**src/rtl/vec4_bram_writer_pkg.sv**
```systemverilog
// Shared constants and types for the 4-lane vector BRAM datapath.
// The read port model and the matrix blocks use the same definitions.
package vec4_bram_writer_pkg;

  localparam int LANES      = 4;
  localparam int WORD_W     = 32;
  localparam int BYTE_SHIFT = 2;
  localparam int LANE_W     = $clog2(LANES);

  typedef logic [LANE_W-1:0] lane_t;

  localparam lane_t LAST_LANE = lane_t'(LANES - 1);

  typedef enum logic {
    IDLE,
    WRITE
  } wr_state_e;

endpackage

```
**src/rtl/vec4_bram_writer_if.sv**
```systemverilog
// Request bus carrying one 4-word vector and its per-lane mask.
// The master side is the matrix-load/result-store logic, and the slave side is the writer.
interface vec4_bram_writer_if
  import vec4_bram_writer_pkg::*;
#(
  parameter int DATA_W = WORD_W
) ();

  logic              wr_valid;
  logic              wr_ready;
  logic [31:0]       wr_addr;
  logic [DATA_W-1:0] wr_data0;
  logic [DATA_W-1:0] wr_data1;
  logic [DATA_W-1:0] wr_data2;
  logic [DATA_W-1:0] wr_data3;
  logic [LANES-1:0]  wr_mask;

  modport master (
    output wr_valid, wr_addr, wr_data0, wr_data1, wr_data2, wr_data3, wr_mask,
    input  wr_ready
  );

  modport slave (
    input  wr_valid, wr_addr, wr_data0, wr_data1, wr_data2, wr_data3, wr_mask,
    output wr_ready
  );

endinterface

```
**src/rtl/vec4_bram_writer.sv**
```systemverilog
// Serialises one accepted 4-word vector into four single-word BRAM writes
// at consecutive word indices, addressed exactly like the 4-word read port.
module vec4_bram_writer
  import vec4_bram_writer_pkg::*;
#(
  parameter int ADDR_W = 5,
  parameter int DATA_W = WORD_W
) (
  input  logic              clk,
  input  logic              rst_n,
  vec4_bram_writer_if.slave wr,
  output logic              mem_we,
  output logic [ADDR_W-1:0] mem_addr,
  output logic [DATA_W-1:0] mem_wdata,
  output logic              busy,
  output logic              done
);

  wr_state_e         state;
  lane_t             lane;
  logic [ADDR_W-1:0] base;
  logic [DATA_W-1:0] data_q [LANES];
  logic [LANES-1:0]  mask_q;

  logic              accept;
  logic              last;
  lane_t             lane_nxt;
  logic [ADDR_W-1:0] req_base;

  assign accept   = wr.wr_valid && wr.wr_ready;
  assign last     = (state == WRITE) && (lane == LAST_LANE);
  assign lane_nxt = lane + lane_t'(1);
  assign req_base = wr.wr_addr[ADDR_W+BYTE_SHIFT-1:BYTE_SHIFT];

  // Byte-offset bits and the address bits beyond the BRAM depth are don't-care.
  logic unused_addr_bits;
  assign unused_addr_bits = ^{wr.wr_addr[31:ADDR_W+BYTE_SHIFT], wr.wr_addr[BYTE_SHIFT-1:0]};

  always_ff @(posedge clk or negedge rst_n) begin
    if (!rst_n) begin
      state       <= IDLE;
      lane        <= '0;
      base        <= '0;
      // NOTE: the capture registers are reset too, so an aborted request leaves no stale vector behind.
      data_q      <= '{default: '0};
      mask_q      <= '0;
      wr.wr_ready <= 1'b1;
      mem_we      <= 1'b0;
      mem_addr    <= '0;
      mem_wdata   <= '0;
      busy        <= 1'b0;
      done        <= 1'b0;
    end else begin
      // NOTE: all state is updated with non-blocking assignments so every branch sees the pre-edge values.
      done <= last;

      if (accept) begin
        // Lane 0 goes out on the acceptance edge. The BRAM samples it one edge later.
        state       <= WRITE;
        lane        <= '0;
        base        <= req_base;
        data_q[0]   <= wr.wr_data0;
        data_q[1]   <= wr.wr_data1;
        data_q[2]   <= wr.wr_data2;
        data_q[3]   <= wr.wr_data3;
        mask_q      <= wr.wr_mask;
        wr.wr_ready <= 1'b0;
        busy        <= 1'b1;
        mem_we      <= wr.wr_mask[0];
        mem_addr    <= req_base;
        mem_wdata   <= wr.wr_data0;
      end else if (last) begin
        state       <= IDLE;
        lane        <= '0;
        wr.wr_ready <= 1'b1;
        busy        <= 1'b0;
        mem_we      <= 1'b0;
      end else if (state == WRITE) begin
        // Masked lanes still advance the address and data, so occupancy stays fixed at four cycles.
        lane        <= lane_nxt;
        mem_addr    <= base + ADDR_W'(lane_nxt);
        mem_wdata   <= data_q[lane_nxt];
        mem_we      <= mask_q[lane_nxt];
        wr.wr_ready <= (lane_nxt == LAST_LANE);
      end
    end
  end

endmodule

```
**src/flat_wrapper.sv**
```systemverilog
// flat-port wrapper written by rule: the top's interface ports become plain ports
module vec4_bram_writer_flat import vec4_bram_writer_pkg::*;
#(
  parameter int ADDR_W = 5,
  parameter int DATA_W = WORD_W
)
  (clk, rst_n, mem_we, mem_addr, mem_wdata, busy, done, wr_wr_valid, wr_wr_addr, wr_wr_data0, wr_wr_data1, wr_wr_data2, wr_wr_data3, wr_wr_mask, wr_wr_ready);
  vec4_bram_writer_if #(.DATA_W(DATA_W)) wr_i ();
  input  logic clk;
  input  logic rst_n;
  output logic mem_we;
  output logic [ADDR_W-1:0] mem_addr;
  output logic [DATA_W-1:0] mem_wdata;
  output logic busy;
  output logic done;
  input wire logic [$bits(wr_i.wr_valid)-1:0] wr_wr_valid;
  input wire logic [$bits(wr_i.wr_addr)-1:0] wr_wr_addr;
  input wire logic [$bits(wr_i.wr_data0)-1:0] wr_wr_data0;
  input wire logic [$bits(wr_i.wr_data1)-1:0] wr_wr_data1;
  input wire logic [$bits(wr_i.wr_data2)-1:0] wr_wr_data2;
  input wire logic [$bits(wr_i.wr_data3)-1:0] wr_wr_data3;
  input wire logic [$bits(wr_i.wr_mask)-1:0] wr_wr_mask;
  output wire logic [$bits(wr_i.wr_ready)-1:0] wr_wr_ready;
  assign wr_i.wr_valid = wr_wr_valid;
  assign wr_i.wr_addr = wr_wr_addr;
  assign wr_i.wr_data0 = wr_wr_data0;
  assign wr_i.wr_data1 = wr_wr_data1;
  assign wr_i.wr_data2 = wr_wr_data2;
  assign wr_i.wr_data3 = wr_wr_data3;
  assign wr_i.wr_mask = wr_wr_mask;
  assign wr_wr_ready = wr_i.wr_ready;
  vec4_bram_writer #(.ADDR_W(ADDR_W), .DATA_W(DATA_W)) u_core (.clk(clk), .rst_n(rst_n), .wr(wr_i), .mem_we(mem_we), .mem_addr(mem_addr), .mem_wdata(mem_wdata), .busy(busy), .done(done));
endmodule
```
**config.mk**
```make
export PLATFORM = sky130hd
export DESIGN_NAME = vec4_bram_writer_flat
export DESIGN_NICKNAME = d
export VERILOG_FILES = /design/src/rtl/vec4_bram_writer_pkg.sv /design/src/rtl/vec4_bram_writer_if.sv /design/src/rtl/vec4_bram_writer.sv /design/src/flat_wrapper.sv
export SDC_FILE = /design/constraint.sdc
export NUM_CORES = 1
export LEC_CHECK = 0
export ABC_AREA = 1
export CAP_MARGIN = 30
export CORE_MARGIN = 4
export CORE_UTILIZATION = 30
export DETAILED_ROUTE_END_ITERATION = 10
export GPL_ROUTABILITY_DRIVEN = 0
export SKIP_CTS_REPAIR_TIMING = 1
export SYNTH_ARGS = -nofsm -noshare
export SYNTH_HDL_FRONTEND = slang
export SYNTH_SLANG_ARGS = --single-unit
```
**constraint.sdc**
```tcl
create_clock -name clk -period 2.5 [get_ports clk]
set_clock_uncertainty 0.15 [all_clocks]
set_input_delay 0.75 -clock clk [delete_from_list [all_inputs] [get_ports clk]]
set_output_delay 0.75 -clock clk [all_outputs]
set_load 0.01 [all_outputs]
```
==> results of run 1 <==
==> worst max path at each step <==
| stage | depth (start not counted) | endpoint | startpoint | slack (ns) |
|---|---|---|---|---|
| floorplan | 13 | u_core.mem_addr[3]$_DFFE_PN0P_ | u_core.lane[0]$_DFFE_PN0P_ | 0.18 |
| global placement | 6 | u_core.mem_wdata[31]$_DFFE_PN0P_ | wr_wr_valid | 0.16 |
| detailed placement | 6 | u_core.mem_wdata[16]$_DFFE_PN0P_ | wr_wr_valid | 0.13 |
| CTS | 1 | wr_wr_ready | u_core.wr.wr_ready$_DFFE_PN1P_ | 0.005 |
| global route | 1 | busy | u_core.busy$_DFFE_PN0P_ | 0.09 |
| finish | 1 | busy | u_core.busy$_DFFE_PN0P_ | 0.16 |
==> routing by layer <==
metal / GRT usage, % / part of all wire, % / vias up
met5: 0 / 0.23 / -
met4: 3.96 / 1.6 / 10
met3: 5.51 / 7.5 / 27
met2: 26.8 / 46 / 232
met1: 21.6 / 45 / 3375
li1: - / - / 3559
==> cells by family after synthesis <==
family                   after synthesis
buffers and inverters                135
AND/OR/NAND/NOR                      653
adder cells (fa/ha/maj)                5
flip-flops                           180
AO/OA/AOI/OAI                         73
==> area by class of cell <==
| class | instances | share of cell area (%) |
|---|---|---|
| clock buffers | 19 | 4.02 |
| clock inverters | 13 | 1.40 |
| inverters | 75 | 2.58 |
| multi-input cells | 731 | 27.9 |
| flip-flops and latches | 180 | 40.9 |
| well taps | 341 | 3.87 |
| repair buffers | 203 | 19.3 |
==> registers in the layout (all words and copies together), names as in the netlist <==
name	flops
u_core.busy	1
u_core.mask_q	4
u_core.mem_addr	5
u_core.mem_we	1
u_core.base	5
u_core.wr.wr_ready	1
u_core.lane	2
u_core.mem_wdata	32
u_core.data_q	128
u_core.done	1
==> power by group <==
group | switching, mW | internal, mW
logic | 3.92 | 2.64
clock network | 1.30 | 1.46
registers | 0.721 | 4.34
==> cells in the mapped netlist <==
cell	count	area share, %
inv_1	72	3.3
inv_4	1	0.076
inv_2	2	0.092
o21ai_0	58	3.5
buf_4	13	1.2
nand2_2	2	0.15
nand2_1	513	24
buf_6	1	0.14
a31oi_1	1	0.076
dfstp_2	1	0.32
nand3b_1	1	0.092
nor2_4	1	0.14
o221a_2	1	0.14
ha_1	4	0.61
or2_2	2	0.15
nand3_1	114	7.0
clkbuf_1	8	0.37
buf_2	38	2.3
a21oi_1	13	0.79
dfrtp_1	179	55
nor2_1	18	0.83
nand2_4	1	0.14
fa_1	1	0.24
nand4_1	1	0.076
==> flow_metrics.py, run 1 <==
metrics = {
    "finish": {
        "final_layout_size_suffix_gt1_share_pct": 5.49,
        "nets": 1380,
        "multi_input_area_um2": 3070,
        "finalInstanceArea_um2": 11000,
        "n_fill_cell": 2773,
        "fin_cells": 1562,
        "finish.utilization_pct": 41.0,
        "final_cell_mix": "nand2_1, clkdlybuf4s50_1, dfrtp_1",
        "regArea_um2": 4510,
        "layout.cells.most_common": "nand2_1",
        "syn2layout_area_growth_pct": 34.5,
        "antenna_cells": 0,
    },
    "critical_path": {
        "worstSetupPathType": "reg2out",
        "timing.rr.end": "u_core.mem_wdata[8]$_DFFE_PN0P_",
        "cp_max_fo": 5,
        "path_cells": "clkdlybuf4s50_1",
        "cp-end-kind": "output port",
        "crit_path_start_kind": "flop",
        "crit_buf_inv": 1,
        "reg2reg_setup_slack_ns": 0.56,
        "required_ns": 1.60,
        "cpPeakStageDelay_ns": 0.57,
        "cp_top_family": "buffers and inverters",
        "crit_arrival_ns": 1.44,
        "cp_slowest_cell": "clkdlybuf4s50_1",
        "r2r_start": "u_core.lane[0]$_DFFE_PN0P_",
        "r2r_cells": 6,
    },
    "power": {
        "p_per_area_nw_per_um2": 1310,
        "p_leak_nw": 5.48,
        "ir_worst_vdd_mv": 0.843,
        "power.total_mw": 14.4,
    },
    "floorplan": {
        "initial_core_util_pct": 30.5,
        "ioPinCount": 208,
        "die_h_um": 173,
        "row_count": 60,
        "core_um2": 26900,
        "dieArea_um2": 30000,
        "die_w_um": 173,
    },
    "logic_synthesis": {
        "synth_top_family_by_area": "simple AND/OR/NAND/NOR gates",
        "ys_warn_count": 0,
        "syn_inst": 1046,
        "synth_seq_area_share_pct": 55.0,
        "syn_nets": 1218,
        "ys_ff_latch": 180,
        "synth_mux_area_share_pct": 0,
        "netlist_area_um2": 8190,
        "synthAdderAreaFrac_pct": 0.856,
        "synth-simple-area-share_pct": 32.1,
        "syn_area_per_cell_um2": 7.83,
        "synth_cell_type_count": 24,
        "synth_compound_area_share_pct": 4.55,
        "synth_xor_area_share_pct": 0,
    },
    "min_path": {
        "worstHoldPathType": "in2async",
    },
    "grt": {
        "grt_pass1_wl_um": 39600,
        "grt_pass1_vias": 7268,
        "grt_overflow": 0,
        "antenna_found_initial": 5,
        "grt_max_degree": 69,
        "globalRouteTotalUtil_pct": 16.5,
    },
    "placement": {
        "place_ws_ns": 0.126,
        "dp_cells": 1530,
        "dpl.hpwl_um": 16600,
        "numPortBuffers": 180,
        "place_area_um2": 10400,
    },
    "clocking": {
        "cts_tree": "done",
        "path_clk_slew_ns": 0.07,
        "cts.sinks": 180,
        "clk_latency_ns": 0.43,
        "cts_max_level": 4,
        "cts-root-buf": "clkbuf_16",
        "cts_buffers": 17,
        "cts_buffer_depth": 2,
    },
    "timing": {
        "holdWs_ns": 0.106,
        "fin_setup_tns_ns": 0,
        "timing.final.ws_setup_ns": 0.161,
        "fin_crit_sh_pct": 93.6,
        "rsz0062_at_grt": "no",
        "max_freq_mhz": 428,
        "slew_headroom_pct": 42.1,
        "slew_viol_final": 0,
        "max_slew.worst_pin.slew_ns": 0.869,
        "setup_viol": 0,
        "hold_viol_final": 0,
        "period_needed_ns": 2.34,
    },
    "route": {
        "drt-initial-drc-count": 471,
        "firstDrtPassIters": 5,
        "wire_per_inst_um": 15.8,
        "wirelength_um": 24700,
        "ant_nets": 0,
        "drcViolationCount": 0,
        "num_vias": 7203,
        "vias_per_cell": 4.61,
    },
    "run": {
        "drv_cap": 0,
    },
    "run_status": {
        "status": "finished clean",
    },
}
No activity file was read; power rests on OpenSTA's default activity.
==> run 2: changes to the inputs <==
- PLACE_DENSITY_LB_ADDON: not set -> 0.15
==> flow_metrics.py, run 2 (synthesis results as in run 1) <==
metrics = {
    "clocking": {
        "clk_latency_ns": 0.43,
        "path_clk_slew_ns": 0.07,
        "cts_max_level": 4,
        "cts_buffers": 17,
        "cts_buffer_depth": 2,
        "cts.sinks": 180,
        "cts-root-buf": "clkbuf_16",
        "cts_tree": "done",
    },
    "route": {
        "num_vias": 7035,
        "drt-initial-drc-count": 410,
        "drcViolationCount": 0,
        "wirelength_um": 24900,
        "vias_per_cell": 4.51,
        "wire_per_inst_um": 15.9,
        "ant_nets": 0,
        "firstDrtPassIters": 5,
    },
    "power": {
        "p_per_area_nw_per_um2": 1300,
        "swShare_pct": 41.4,
        "comb_power_share_pct": 46.3,
        "p_clk_share_pct": 18.2,
        "ir_worst_vdd_mv": 0.638,
        "internal_power_mw": 8.32,
        "switchingPower_mw": 5.88,
        "power.total_mw": 14.2,
        "p_leak_nw": 5.44,
        "seqPwrFrac_pct": 35.5,
    },
    "timing": {
        "fin_crit_sh_pct": 97.5,
        "period_needed_ns": 2.44,
        "hold_viol_final": 0,
        "setup_viol": 0,
        "fin_setup_tns_ns": 0,
        "max_freq_mhz": 410,
        "max_slew.worst_pin.slew_ns": 0.830,
        "slew_viol_final": 0,
        "slew_headroom_pct": 44.6,
        "rsz0062_at_grt": "no",
    },
    "grt": {
        "grt_pass1_wl_um": 40100,
        "grt_max_degree": 67,
        "grt_overflow": 0,
        "grt_pass1_vias": 7190,
        "antenna_found_initial": 2,
        "globalRouteTotalUtil_pct": 16.9,
    },
    "run_status": {
        "status": "finished clean",
    },
    "finish": {
        "final_cell_mix": "nand2_1, clkdlybuf4s50_1, dfrtp_1",
        "largest_reg_flops": 128,
        "regMostFlops": "u_core.data_q",
        "top_regs": "u_core.data_q (128), u_core.mem_wdata (32)",
        "syn2layout_area_growth_pct": 33.8,
        "layout.cells.most_common": "nand2_1",
        "finish.utilization_pct": 40.8,
        "nets": 1378,
        "final_layout_size_suffix_gt1_share_pct": 5.33,
        "antenna_cells": 0,
    },
    "critical_path": {
        "worstSetupPathType": "reg2out",
        "crit_arrival_ns": 1.54,
        "crit_path_start_kind": "flop",
        "cpPeakStageDelay_ns": 0.58,
        "required_ns": 1.60,
        "r2r_start": "u_core.lane[0]$_DFFE_PN0P_",
        "r2r_cells": 7,
        "cp_top_family": "flip-flops",
        "reg2reg_setup_slack_ns": 0.47,
        "cp_slowest_cell": "dfstp_2",
        "timing.rr.end": "u_core.mem_wdata[2]$_DFFE_PN0P_",
        "cp-end-kind": "output port",
        "crit_buf_inv": 1,
        "cp_max_fo": 3,
        "path_cells": "clkdlybuf4s50_1",
    },
    "run": {
        "drv_cap": 0,
    },
    "placement": {
        "numPortBuffers": 180,
        "dpl.hpwl_um": 16600,
    },
    "floorplan": {
        "ioPinCount": 208,
        "initial_core_util_pct": 30.5,
        "row_count": 60,
        "die_h_um": 173,
        "dieArea_um2": 30000,
        "die_w_um": 173,
        "core_um2": 26900,
    },
    "min_path": {
        "worstHoldPathType": "in2async",
    },
}
[run 2: cell type report]
type,instances,area (um^2)
fillers,2808,15900
clock inverters,13,111
repair buffers,201,2110
flip-flops and latches,180,4510
inverters,75,284
clock buffers,19,443
well taps,341,427
multi-input cells,731,3070
[run 2: power by group through the flow]
stage | Clock [mW] | Combinational, mW | Sequential [mW]
after floorplan | 0 | 3.99 | 5.09
after global placement | 0 | 6.65 | 5.07
after detailed placement | 0 | 6.71 | 5.09
after CTS | 2.68 | 6.75 | 5.05
after global routing | 2.81 | 7.49 | 5.21
final | 2.58 | 6.57 | 5.05
[run 2: per-stage QoR]
| stage | cell area, um^2 | std cells | setup slack, ns | hold slack (ns) |
|---|---|---|---|---|
| after floorplan | 8190 | 1046 | 0.177 | 0.299 |
| after global placement | 10400 | 1528 | 0.123 | 0.312 |
| after detailed placement | 10400 | 1528 | 0.123 | 0.315 |
| after CTS | 11000 | 1560 | 0.0191 | 0.109 |
| after global routing | 11000 | 1560 | 0.0140 | 0.118 |
| final | 11000 | 1560 | 0.0629 | 0.113 |
[run 2: routing by layer]
layer	vias up	share of wire, %	global-route usage [%]
li1	3552	-	-
met1	3302	45	22.0
met2	155	48	28.3
met3	22	4.9	4.33
met5	-	0.12	0
met4	4	1.9	4.46
[run 2: worst max-delay path by stage]
stage	from	to	slack [ns]	cells after the start
global placement	wr_wr_valid	u_core.mask_q[3]$_DFFE_PN0P_	0.12	6
finish	u_core.wr.wr_ready$_DFFE_PN1P_	wr_wr_ready	0.06	1
CTS	u_core.wr.wr_ready$_DFFE_PN1P_	wr_wr_ready	0.02	1
detailed placement	wr_wr_valid	u_core.mask_q[3]$_DFFE_PN0P_	0.12	6
floorplan	u_core.lane[0]$_DFFE_PN0P_	u_core.mem_addr[3]$_DFFE_PN0P_	0.18	13
global route	u_core.wr.wr_ready$_DFFE_PN1P_	wr_wr_ready	0.01	1
==> run 3: changes to the inputs <==
==> constraint.sdc (replaced) <==
create_clock -name clk -period 2.5 [get_ports clk]
set_clock_uncertainty 0.15 [all_clocks]
set_input_delay 0.25 -clock clk [delete_from_list [all_inputs] [get_ports clk]]
set_output_delay 0.25 -clock clk [all_outputs]
set_load 0.01 [all_outputs]
==> flow_metrics.py, run 3 (synthesis results as in run 1) <==
metrics = {
    "finish": {
        "final_layout_size_suffix_gt1_share_pct": 5.02,
        "regArea_um2": 4510,
        "largest_reg_flops": 128,
        "antenna_cells": 0,
        "top_regs": "u_core.data_q (128), u_core.mem_wdata (32)",
        "n_fill_cell": 2813,
        "regMostFlops": "u_core.data_q",
        "final_cell_mix": "nand2_1, clkdlybuf4s50_1, dfrtp_1",
        "layout.cells.most_common": "nand2_1",
        "syn2layout_area_growth_pct": 33.9,
        "fin_cells": 1556,
        "nets": 1374,
        "multi_input_area_um2": 3070,
    },
    "clocking": {
        "cts.sinks": 180,
        "clk_latency_ns": 0.42,
        "cts_buffers": 17,
        "cts-root-buf": "clkbuf_16",
        "path_clk_slew_ns": 0.08,
        "cts_max_level": 4,
        "cts_tree": "done",
        "cts_buffer_depth": 2,
    },
    "timing": {
        "hold_viol_final": 0,
        "max_slew.worst_pin.slew_ns": 0.836,
        "fin_crit_sh_pct": 79.0,
        "period_needed_ns": 1.97,
        "rsz0062_at_grt": "no",
        "setup_viol": 0,
        "slew_headroom_pct": 44.3,
        "slew_viol_final": 0,
        "max_freq_mhz": 506,
        "fin_setup_tns_ns": 0,
    },
    "floorplan": {
        "core_um2": 26900,
        "die_w_um": 173,
        "die_h_um": 173,
        "dieArea_um2": 30000,
        "ioPinCount": 208,
        "initial_core_util_pct": 30.5,
        "row_count": 60,
    },
    "critical_path": {
        "crit_path_start_kind": "flop",
        "cp-end-kind": "flop",
        "cp_max_fo": 7,
        "r2r_cells": 8,
        "required_ns": 2.66,
        "crit_path_end": "u_core.mem_addr[2]$_DFFE_PN0P_",
        "path_cells": "inv_2, ha_1, inv_2, fa_1, nand2_1, o21ai_0, a21oi_1, nor2_1",
        "cp_slowest_cell": "fa_1",
        "critical_path.startpoint": "u_core.lane[0]$_DFFE_PN0P_",
        "r2r_start": "u_core.lane[0]$_DFFE_PN0P_",
        "reg2reg_setup_slack_ns": 0.53,
        "timing.rr.end": "u_core.mem_addr[2]$_DFFE_PN0P_",
        "cp_common_cell": "inv_2",
        "crit_arrival_ns": 2.14,
        "worstSetupPathType": "reg2reg",
        "cpPeakStageDelay_ns": 0.47,
    },
    "power": {
        "ir_worst_vdd_mv": 0.624,
        "p_per_area_nw_per_um2": 1310,
        "p_leak_nw": 5.44,
    },
    "route": {
        "vias_per_cell": 4.49,
        "drcViolationCount": 0,
        "num_vias": 6988,
        "drt-initial-drc-count": 401,
        "firstDrtPassIters": 7,
        "ant_nets": 0,
        "wirelength_um": 24900,
        "wire_per_inst_um": 16.0,
    },
    "min_path": {
        "worstHoldPathType": "in2reg",
    },
    "grt": {
        "antenna_found_initial": 3,
        "globalRouteTotalUtil_pct": 17.0,
        "grt_pass1_vias": 7218,
        "grt_pass1_wl_um": 40300,
        "grt_max_degree": 137,
        "grt_overflow": 0,
    },
    "placement": {
        "dp_cells": 1523,
        "dpl.hpwl_um": 16400,
        "numPortBuffers": 180,
    },
    "run_status": {
        "status": "finished clean",
    },
    "run": {
        "drv_cap": 0,
    },
}
[run 3: routing by layer]
metal,track usage [%],part of all wire [%]
met2,28.6,48
met4,4.62,1.7
met1,21.9,45
met3,4.13,5.4
met5,0,0.10
[run 3: power breakdown]
part,switching (mW),internal [mW]
logic,3.88,2.55
clock network,1.29,1.56
registers,0.719,4.34
total,5.89,8.45
[run 3: worst min-delay path by stage]
| stage | startpoint | endpoint | depth (start not counted) |
|---|---|---|---|
| 6_report | wr_wr_data2[10] | u_core.data_q[42]$_DFFE_PN0P_ | 3 |
| 2_1_floorplan | rst_n | u_core.base[0]$_DFFE_PN0P_ | 0 |
| 5_1_grt | wr_wr_data2[10] | u_core.data_q[42]$_DFFE_PN0P_ | 3 |
| 3_3_place_gp | rst_n | u_core.data_q[39]$_DFFE_PN0P_ | 1 |
| 4_1_cts | rst_n | u_core.data_q[39]$_DFFE_PN0P_ | 1 |
| 3_5_place_dp | rst_n | u_core.data_q[39]$_DFFE_PN0P_ | 1 |
[run 3: worst max-delay path: cells and delay by family (launching register included)]
kind	cells	cell delay [ns]
compound gates	2	0.22
flops	1	0.38
fa+ha+maj	2	0.79
buf+inv	2	0.17
simple gates	2	0.15
[run 3: cell type report]
| type | count | share of cell area, % |
|---|---|---|
| repair buffers | 197 | 18.7 |
| flip-flops and latches | 180 | 41.1 |
| inverters | 75 | 2.59 |
| well taps | 341 | 3.89 |
| clock inverters | 14 | 1.69 |
| clock buffers | 18 | 4.01 |
| multi-input cells | 731 | 28.0 |
[run 3: metrics by stage]
stage | hold slack [ns] | cell area, um^2 | utilization, % | setup slack [ns] | power, mW
3_3_place_gp | 0.134 | 10300 | 38.4 | 0.417 | 11.6
2_1_floorplan | -0.196 | 8190 | - | 0.177 | 9.08
6_report | 0.200 | 11000 | 40.8 | 0.525 | 14.3
5_1_grt | 0.176 | 11000 | 40.8 | 0.378 | 15.7
4_1_cts | -0.337 | 10900 | 40.7 | 0.502 | 14.6
3_5_place_dp | 0.132 | 10300 | 38.4 | 0.437 | 11.7
